**config.mk**
```make
export PLATFORM = sky130hd
export DESIGN_NAME = dot_map_scanner
export DESIGN_NICKNAME = d
export VERILOG_FILES = /design/src/rtl/dot_map_scanner.sv
export SDC_FILE = /design/constraint.sdc
export NUM_CORES = 1
export LEC_CHECK = 0
export CELL_PAD_IN_SITES_DETAIL_PLACEMENT = 0
export CELL_PAD_IN_SITES_GLOBAL_PLACEMENT = 1
export CORE_ASPECT_RATIO = 1.25
export CORE_MARGIN = 2
export CORE_UTILIZATION = 45
export CTS_BUF_LIST = sky130_fd_sc_hd__clkbuf_4
export CTS_CLUSTER_SIZE = 8
export DETAILED_ROUTE_END_ITERATION = 10
export GPL_TIMING_DRIVEN = 0
export PLACE_DENSITY = 0.89
export SLEW_MARGIN = 20
export SYNTH_ARGS = -nofsm -noshare
export SYNTH_HDL_FRONTEND = slang
export SYNTH_SLANG_ARGS = --single-unit
```
**constraint.sdc**
```tcl
create_clock -name Clk -period 19.84 [get_ports Clk]
set_input_delay 3.968 -clock Clk [delete_from_list [all_inputs] [get_ports Clk]]
set_output_delay 3.968 -clock Clk [all_outputs]
set_load 0.02 [all_outputs]
```
**src/rtl/dot_map_scanner.sv**
```systemverilog
// Serial dot counter for the 144-bit dot map: snapshots on frame_start, counts one bit per clock,
// then awards points for dots eaten since the previous scan and flags level clear.
module dot_map_scanner #(
    parameter int POINTS  = 10,
    parameter int SCORE_W = 16
) (
    input  logic               Clk,
    input  logic               Reset,
    input  logic               frame_start,
    input  logic               clear_score,
    input  logic [143:0]       dot_display,
    output logic [SCORE_W-1:0] score,
    output logic [7:0]         dots_left,
    output logic               scan_busy,
    output logic               scan_done,
    output logic               dot_eaten,
    output logic               level_clear
);

    localparam int WIDE = SCORE_W + 8;

    typedef enum logic [1:0] {
        IDLE   = 2'd0,
        SCAN   = 2'd1,
        UPDATE = 2'd2
    } state_t;

    state_t               state_q, state_d;
    logic [143:0]         snapshot_q, snapshot_d;
    logic [7:0]           idx_q, idx_d;
    logic [7:0]           acc_q, acc_d;
    logic [7:0]           prev_count_q, prev_count_d;
    logic                 first_scan_q, first_scan_d;
    logic [SCORE_W-1:0]   score_q, score_d;
    logic [7:0]           dots_left_q, dots_left_d;
    logic                 busy_q, busy_d;
    logic                 done_q, done_d;
    logic                 eaten_q, eaten_d;
    logic                 level_clear_q, level_clear_d;

    logic [7:0]           diff;
    logic [WIDE-1:0]      product;
    logic [WIDE:0]        sum;
    logic [SCORE_W-1:0]   score_sat;

    // Award arithmetic is done wide so the saturation test sees every carry.
    assign diff      = prev_count_q - acc_q;
    assign product   = WIDE'(diff) * WIDE'(POINTS);
    assign sum       = (WIDE+1)'(score_q) + (WIDE+1)'(product);
    assign score_sat = (sum[WIDE:SCORE_W] != '0) ? '1 : sum[SCORE_W-1:0];

    always_comb begin
        // NOTE: every next-state value gets a default first so no path can infer a latch.
        state_d       = state_q;
        snapshot_d    = snapshot_q;
        idx_d         = idx_q;
        acc_d         = acc_q;
        prev_count_d  = prev_count_q;
        first_scan_d  = first_scan_q;
        score_d       = score_q;
        dots_left_d   = dots_left_q;
        busy_d        = busy_q;
        done_d        = 1'b0;
        eaten_d       = 1'b0;
        level_clear_d = level_clear_q;

        unique case (state_q)
            IDLE: begin
                if (frame_start) begin
                    snapshot_d = dot_display;
                    idx_d      = 8'd143;
                    acc_d      = 8'd0;
                    busy_d     = 1'b1;
                    state_d    = SCAN;
                end
            end
            SCAN: begin
                acc_d = acc_q + {7'd0, snapshot_q[idx_q]};
                idx_d = idx_q - 8'd1;
                if (idx_q == 8'd0) state_d = UPDATE;
            end
            UPDATE: begin
                dots_left_d   = acc_q;
                prev_count_d  = acc_q;
                level_clear_d = (acc_q == 8'd0);
                done_d        = 1'b1;
                busy_d        = 1'b0;
                state_d       = IDLE;
                if (first_scan_q) begin
                    first_scan_d = 1'b0;
                end else if (acc_q < prev_count_q) begin
                    score_d = score_sat;
                    eaten_d = 1'b1;
                end
            end
            default: state_d = IDLE;
        endcase

        // A clear wins over the award of a coinciding UPDATE, but the rest of the update stands.
        if (clear_score) begin
            score_d      = '0;
            first_scan_d = 1'b1;
            eaten_d      = 1'b0;
        end
    end

    always_ff @(posedge Clk or posedge Reset) begin
        if (Reset) begin
            state_q       <= IDLE;
            snapshot_q    <= '0;
            idx_q         <= 8'd0;
            acc_q         <= 8'd0;
            prev_count_q  <= 8'd0;
            first_scan_q  <= 1'b1;
            score_q       <= '0;
            dots_left_q   <= 8'd0;
            busy_q        <= 1'b0;
            done_q        <= 1'b0;
            eaten_q       <= 1'b0;
            level_clear_q <= 1'b0;
        end else begin
            state_q       <= state_d;
            snapshot_q    <= snapshot_d;
            idx_q         <= idx_d;
            acc_q         <= acc_d;
            prev_count_q  <= prev_count_d;
            first_scan_q  <= first_scan_d;
            score_q       <= score_d;
            dots_left_q   <= dots_left_d;
            busy_q        <= busy_d;
            done_q        <= done_d;
            eaten_q       <= eaten_d;
            level_clear_q <= level_clear_d;
        end
    end

    assign score       = score_q;
    assign dots_left   = dots_left_q;
    assign scan_busy   = busy_q;
    assign scan_done   = done_q;
    assign dot_eaten   = eaten_q;
    assign level_clear = level_clear_q;

endmodule
```
# == Word level (Yosys, flattened, before mapping) ==
# Index checks and enable logic that the tools add are counted.
# classes
n_addsub,4
magnitude_cmp,2
reduce_logical,13
eq_ne,5
multipliers,1
muxes,23
# op_table
cell,n
2-to-1 mux 16 bit,5
one-hot mux 8 bit (2 select lines),2
adder 16 x 12 -> 17 bit,1
zero test 8 bit,2
2-to-1 mux 8 bit,2
multiplier 8 x 3 -> 11 bit (second input constant),1
< comparator 8 x 9 -> 1 bit (second input constant),1
2-to-1 mux 1 bit,9
nonzero test 9 bit,1
adder 8 x 1 -> 8 bit,1
binary-select mux 1 bit (select 8 bit),1
< comparator 8 bit,1
AND reduction 2 bit,4
nonzero test 2 bit,4
subtractor 8 x 1 -> 8 bit (second input constant),1
subtractor 8 bit,1
!= test 2 bit (second input constant),3
2-to-1 mux 2 bit,2
one-hot mux 2 bit (2 select lines),1
AND reduction 3 bit,1
== test 2 x 1 -> 1 bit (second input constant),1
== test 2 bit (second input constant),1
zero test 2 bit,1
one-hot mux 1 bit (2 select lines),1
# totals
inputBits,148
wordCells,59
regBits,191
out_inout_bits,28

# == Logic depth before layout (Yosys ltp) ==
# Gate-level depths: netlist (run 1).
# depth
depth_word,9
depth_mapped,24
mapped_depth_nobuf,23

# == Worst setup path before layout (run 1) ==
# OpenSTA, ideal clock, no wires.
# synth_path
path_kind,input to register
from,input port frame_start
to,register state_q[0]
required_ps,19697
setup_ps,143
path_stages,4
slack_ps,14950
n_path_buf,2
arrival_ps,4747
cell_sequence,nand2_1 -> clkbuf_1 -> clkbuf_1 -> a31oi_1
# synth_between
elab_chain_cells,2
# synth_lines
element,line_no,text
start: declaration,9,"input logic frame_start,"
!= test 2 bit (no line),n/a,
AND reduction 2 bit (no line),n/a,
end signal: assignment,122,state_q <= state_d;
end: declaration,28,"state_t state_q, state_d;"
# Every way passes these cells.
# A chain may end at the register's enable or synchronous reset.

# == Worst setup path after layout (run 1) ==
# layout_path
from,"register score_q[2], in the netlist score[2]"
to,output port score[2]
# layout_rtl
element,line_no,text
start: declaration,34,"logic [SCORE_W-1:0] score_q, score_d;"
start signal: assignment,128,score_q <= score_d;
end: declaration,12,"output logic [SCORE_W-1:0] score,"
# No word-level cell between the ends.

==> results of run 1 <==
cell type report:
cell class | count | area (µm²) | area share [%]
tap | 279 | 349 | 2.84
multi-input combinational | 783 | 4690 | 38.2
clock inverter | 14 | 153 | 1.24
antenna | 2 | 5.00 | 0.0407
timing repair buffer | 176 | 1800 | 14.6
buffer | 57 | 268 | 2.18
sequential | 191 | 4780 | 38.9
clock buffer | 17 | 128 | 1.04
inverter | 30 | 125 | 1.02
sequential cells by signal, indices dropped and copies added, names as in the netlist, 2 cells and up:
register,cells
snapshot_q,144
score,16
acc_q,8
dots_left,8
idx_q,8
state_q,2
final timing paths:
check	startpoint	to	slack [ns]	depth (start not counted)
worst max register to register	acc_q[0]	score[11]	14.86	22
worst min-delay path	snapshot_q[38]	snapshot_q[38]	0.49	2
worst min register to register	snapshot_q[38]	snapshot_q[38]	0.49	2
max in group asynchronous	Reset	snapshot_q[52]	15.04	4
worst max-delay path	score[2]	score[2]	14.16	1
min in group asynchronous	Reset	score[1]	3.74	2
cell usage after synthesis (2+ instances only):
master       n
o211ai_1     2
and2_1       4
a211oi_1    14
mux2i_1     15
nand2b_1     5
nand2_1    461
ha_1        34
a21o_1       6
nor3_1       9
o21ai_0     27
buf_6        4
a21oi_1     19
nor4_1       5
buf_2        4
dfrtp_1    190
o21a_1       7
xnor2_1     10
nand4_1      6
nor2_1      37
o41ai_1      3
inv_1       29
or3_1        2
o21ba_2      2
mux4_2      35
buf_4        5
fa_1         3
o2111ai_1    3
buf_1       10
and3_1       2
nor2b_1      7
nand3_1     11
a22o_1       3
nor4b_1      2
a211o_1      2
and4_1       2
a31oi_1      8
xor2_1       6
clkbuf_1    34
o21ai_1      3
o21bai_1     5
layer usage:
| layer | up-vias | part of all wire [%] | track usage, % |
|---|---|---|---|
| met3 | 46 | 3.5 | 3.14 |
| met1 | 3866 | 42 | 28.9 |
| met5 | - | 0 | 0 |
| li1 | 3932 | - | - |
| met4 | 0 | 2.8 | 7.97 |
| met2 | 192 | 51 | 39.9 |
kinds of logic after synthesis:
kind of cell / share of synthesized area (%)
xor gates and xnor gates: 1.42
and+or+nand+nor: 23.0
muxes: 9.90
DFF: 48.5
AOI/OAI and AO/OA: 8.37
adders and majority gates: 4.93
buffers and inverters: 3.91
metrics by stage:
stage | worst slack [ns] | total power, µW
floorplan | 10.67 | 1320
global placement | 8.08 | 1530
detailed placement | 13.83 | 1560
CTS | 14.09 | 1780
global route | 14.07 | 1920
finish | 14.16 | 1770
power breakdown:
| group | switching, µW | internal (µW) | total [µW] |
|---|---|---|---|
| Sequential | 94.8 | 542 | 637 |
| Combinational | 482 | 434 | 915 |
| Clock | 149 | 66.9 | 216 |
| Total | 726 | 1040 | 1770 |
worst reg2reg max path, stage by stage (launching register included):
cell,delay [ns]
dfrtp_1,0.47
ha_1,0.20
inv_1,0.05
fa_1,0.40
a21oi_1,0.20
a2bb2oi_1,0.40
and2_1,0.25
ha_1,0.26
ha_1,0.30
a21o_1,0.18
a21oi_1,0.21
o21bai_1,0.09
a21oi_1,0.22
nor2b_1,0.07
o21a_1,0.20
ha_1,0.31
a21oi_1,0.18
o21ai_0,0.13
a21oi_2,0.23
nor2_1,0.12
nor2b_2,0.14
buf_4,0.19
a211oi_1,0.08
==> flow_metrics.py, run 1 <==
metrics = {
    "timing": {
        "rsz0062_at_grt": "false",
        "setup_viol": 0,
        "clock.fmax_mhz": 176,
        "fin_setup_tns_ns": 0,
        "hold_violations": 0,
        "whs_ns": 0.492,
        "period_needed_ns": 5.68,
        "period_share_pct": 28.6,
        "slew_viol_final": 0,
        "worstMarginPinSlew_ns": 0.884,
        "maxSlewHeadroom_pct": 41.1,
        "skew_ns": 0.0259,
    },
    "detailed_routing": {
        "firstDrtPassIters": 5,
        "drc": 0,
        "vias": 8036,
        "drt_iter0_drc": 422,
        "ant_nets": 0,
        "viasPerCell": 5.19,
        "wl_per_cell_um": 16.2,
        "routed_wl_um": 25100,
    },
    "worst_setup_path": {
        "max_stage_delay_ns": 0.64,
        "critPathArrivalTime_ns": 1.72,
        "cp_slowest_cell": "clkdlybuf4s50_1",
        "critPathMaxFanout": 4,
        "start_kind": "flop",
        "crit_family": "buffers and inverters",
        "path_class": "reg2out",
        "path_cells": "clkdlybuf4s50_1",
        "crit_buf_inv": 1,
        "crit_path_end_kind": "output pin",
        "crit_required_ns": 15.87,
    },
    "logic_synthesis": {
        "syn_nets": 1246,
        "netlist_area_mm2": 0.00986,
        "ys.flop_type": "dfrtp_1",
        "synth_edf_count": 0,
        "yosys.area.top_type": "dfrtp_1",
        "synth-seq-area-share_pct": 48.5,
        "yosys_warnings": 0,
        "synth_area_per_cell_um2": 9.29,
        "synthCells": 1061,
        "synth_area_leaders": "dfrtp_1 (48%), nand2_1 (18%), mux4_2 (8.0%), ha_1 (4.3%), mux2i_1 (1.5%)",
        "synthArstFlopShare_pct": 100,
        "synth.top_cell.area_share_pct": 48.2,
        "ys_ff_latch": 191,
        "ys_types": 65,
    },
    "final_layout": {
        "area_delta_synth_final_pct": 24.7,
        "fin_nets": 1441,
        "final_common_cell": "nand2_1",
        "final_cells": 1549,
        "nFillCells": 1982,
        "finish.utilization_pct": 57.1,
        "fin_area_mm2": 0.0123,
        "drive_gt1_share_pct": 7.41,
        "layout_common_cells": "nand2_1 (461), dfrtp_1 (190), clkdlybuf4s50_1 (174)",
    },
    "floorplanning": {
        "die_area_mm2": 0.0231,
        "start_util_pct": 45.7,
        "die_w_um": 136,
        "ios": 176,
        "coreArea_mm2": 0.0215,
        "rows": 60,
        "die_h_um": 169,
    },
    "clock_tree": {
        "h-tree-depth": 4,
        "clock_path_buffers": 2,
        "cts_tree": "yes",
        "clk_pin_slew_ns": 0.17,
        "clock_latency_ns": 0.60,
        "cts_sinks": 191,
        "postCtsSetupBuffers": 0,
        "cts_buffers": 17,
        "cts-root-buf": "clkbuf_4",
        "holdBufCountCts": 0,
        "post_cts_resized": 0,
    },
    "global_route": {
        "antenna_found_initial": 2,
        "grt_usage_pct": 22.8,
        "grt_max_degree": 89,
        "grt_pass1_wl_um": 40800,
        "overflow": 0,
        "grt_pass1_vias": 8142,
    },
    "power": {
        "ir_drop_v": 0.0000732,
        "power_density_mw_per_mm2": 144,
        "power.leakage_uw": 0.00593,
    },
    "status": {
        "status": "completed",
    },
    "placed_design": {
        "place_congestion": 0.825,
        "placedCellCount": 1516,
        "port_buffers": 174,
        "post-dp-hpwl_um": 19000,
        "place_area_mm2": 0.0120,
    },
    "hold_path": {
        "min_path_type": "reg2reg",
    },
    "job": {
        "max_cap_violations": 0,
    },
}
(Power assumes the default switching activity.)
==> run 2, diff against run 1 <==
Settings changed: CORE_UTILIZATION 45 to 38, PLACE_DENSITY 0.89 to 0.8.
Clock period 19.84 ns to 4.59 ns, I/O delays scaled along.
==> run 2 against run 1 <==
Net effect:
- total power rose to 4.6 times the previous value
- combinational power rose to 4.8 times the previous value
- design area increased by 3.6%
- worst hold slack about the same
- register-to-register slack worse by 15 ns
- first-iteration DRC count rose by 14%
- clock skew increased by 0.013 ns
- critical path depth grew 22
- die area rose by 18%
- core utilization shrank 6.9 points
- global-route usage fell by 3.4 points
- largest cell class is now multi-input gates
==> flow_metrics.py, run 2 (synthesis gave the netlist of run 1 again) <==
metrics = {
    "floorplanning": {
        "ios": 176,
        "die_w_um": 148,
        "coreArea_mm2": 0.0254,
        "die_h_um": 184,
        "start_util_pct": 38.8,
        "rows": 65,
        "die_area_mm2": 0.0273,
    },
    "timing": {
        "slew_viol_final": 0,
        "period_needed_ns": 4.45,
        "period_share_pct": 96.9,
        "clock.fmax_mhz": 225,
        "worstMarginPinSlew_ns": 0.900,
        "setup_viol": 0,
        "maxSlewHeadroom_pct": 40.0,
        "setup_slack_ns": 0.144,
        "hold_violations": 0,
        "skew_ns": 0.0390,
    },
    "worst_setup_path": {
        "crit_required_ns": 5.07,
        "path_class": "reg2reg",
        "critPathMaxFanout": 4,
        "crit_path_end_kind": "flop",
        "start_kind": "flop",
        "critPathArrivalTime_ns": 4.93,
    },
    "detailed_routing": {
        "drc": 0,
        "vias": 8017,
        "viasPerCell": 4.95,
        "wl_per_cell_um": 15.7,
        "drt_iter0_drc": 481,
        "routed_wl_um": 25500,
        "firstDrtPassIters": 5,
        "ant_nets": 0,
    },
    "clock_tree": {
        "cts-root-buf": "clkbuf_4",
        "clk_pin_slew_ns": 0.19,
        "holdBufCountCts": 0,
        "cts_sinks": 191,
        "clock_latency_ns": 0.61,
        "h-tree-depth": 4,
        "cts_tree": "yes",
        "cts_buffers": 17,
        "clock_path_buffers": 2,
    },
    "global_route": {
        "grt_max_degree": 34,
        "grt_pass1_vias": 8177,
        "grt_usage_pct": 19.4,
        "grt_pass1_wl_um": 41500,
        "overflow": 0,
        "antenna_found_initial": 2,
    },
    "hold_path": {
        "min_path_type": "reg2reg",
    },
    "power": {
        "ir_drop_v": 0.000314,
        "power_uw": 8140,
        "power.leakage_uw": 0.00605,
        "power_density_mw_per_mm2": 639,
    },
    "final_layout": {
        "drive_gt1_share_pct": 11.2,
        "largest_register_ffs": 144,
        "final_cells": 1620,
        "nFillCells": 2455,
        "area_delta_synth_final_pct": 29.2,
        "fin_nets": 1455,
        "final_common_cell": "nand2_1",
        "top_register": "snapshot_q",
        "fin_area_mm2": 0.0127,
        "finish.utilization_pct": 50.2,
        "layout_common_cells": "nand2_1 (461), dfrtp_1 (187), clkdlybuf4s50_1 (174)",
    },
    "placed_design": {
        "dp_slack_ns": -0.410,
        "placedCellCount": 1576,
        "place_area_mm2": 0.0121,
        "post-dp-hpwl_um": 19300,
        "place_congestion": 0.862,
        "port_buffers": 174,
    },
    "job": {
        "max_cap_violations": 0,
    },
    "status": {
        "status": "completed",
    },
}
## run 2: cell types whose count changed in the layout (fill, tap and decap cells not counted), sizes merged
cell / previous run / this run
buf: 25 / 39
inv: 36 / 38
bufinv: 1 / 0
clkinv: 4 / 6
clkinvlp: 3 / 1
## run 2: final timing paths
path                             endpoint  depth (start not counted)  slack (ns)      startpoint
setup / recovery                score[14]                         23        0.14    dots_left[0]
hold / removal             snapshot_q[41]                          2        0.49  snapshot_q[41]
setup reg to reg                score[14]                         23        0.14    dots_left[0]
hold reg to reg            snapshot_q[41]                          2        0.49  snapshot_q[41]
max in group asynchronous  snapshot_q[57]                          5        2.96           Reset
min in group asynchronous    dots_left[5]                          2        0.69           Reset
## run 2: report_power, final
| part | internal (µW) | switching (µW) |
|---|---|---|
| Sequential | 2340 | 393 |
| Clock | 276 | 710 |
| Combinational | 2170 | 2250 |
| Total | 4790 | 3350 |
## run 2: stage by stage
step                      setup TNS, ns  hold slack, ns
after detailed placement          -5.06           0.455
after floorplan                       0           0.437
final                                 0           0.492
after global routing             -0.291           0.512
after global placement           -77.83           0.453
after CTS                             0           0.495
## run 2: cell type report
| cell class | instances | area, µm² | area share [%] |
|---|---|---|---|
| clock buffers | 17 | 128 | 1.00 |
| multi-input cells | 783 | 4870 | 38.3 |
| plain buffers | 57 | 272 | 2.13 |
| diodes | 2 | 5.00 | 0.0393 |
| repair buffers | 190 | 1940 | 15.2 |
| inverters | 30 | 121 | 0.953 |
| well taps | 335 | 419 | 3.29 |
| clock inverters | 15 | 195 | 1.53 |
| flip-flops and latches | 191 | 4780 | 37.6 |
## run 2: worst max-delay path, stage by stage, from the launching register on
cell and delay [ns]:
dfrtp_1 0.42, inv_2 0.06, ha_2 0.17, inv_1 0.06
fa_2 0.42, a21oi_4 0.20, a2bb2oi_4 0.19, a21oi_1 0.08
nor2_1 0.19, xnor2_2 0.18, ha_4 0.25, ha_4 0.26
inv_1 0.06, o21bai_2 0.16, xor2_1 0.22, ha_1 0.30
a21o_1 0.20, a21oi_2 0.13, o21ai_1 0.09, a21oi_2 0.16
buf_4 0.15, and2b_2 0.23, nor2_2 0.09, a211oi_2 0.05
## run 2: repair_timing
action                                  CTS  global route
gates resized for setup                  11            31
setup buffers                             2             8
endpoints found under the hold margin     0             0
pin swaps                                 2            20
endpoints found under the setup margin   16            16
## run 2: per-layer routing
metal	GRT usage (%)	up-vias	wire length [µm]	part of all wire, %
met5	0	-	0	0
met4	4.27	0	246	0.96
met3	2.83	18	768	3.0
met2	35.0	157	13500	53
met1	24.8	3884	11000	43
li1	-	3958	-	-
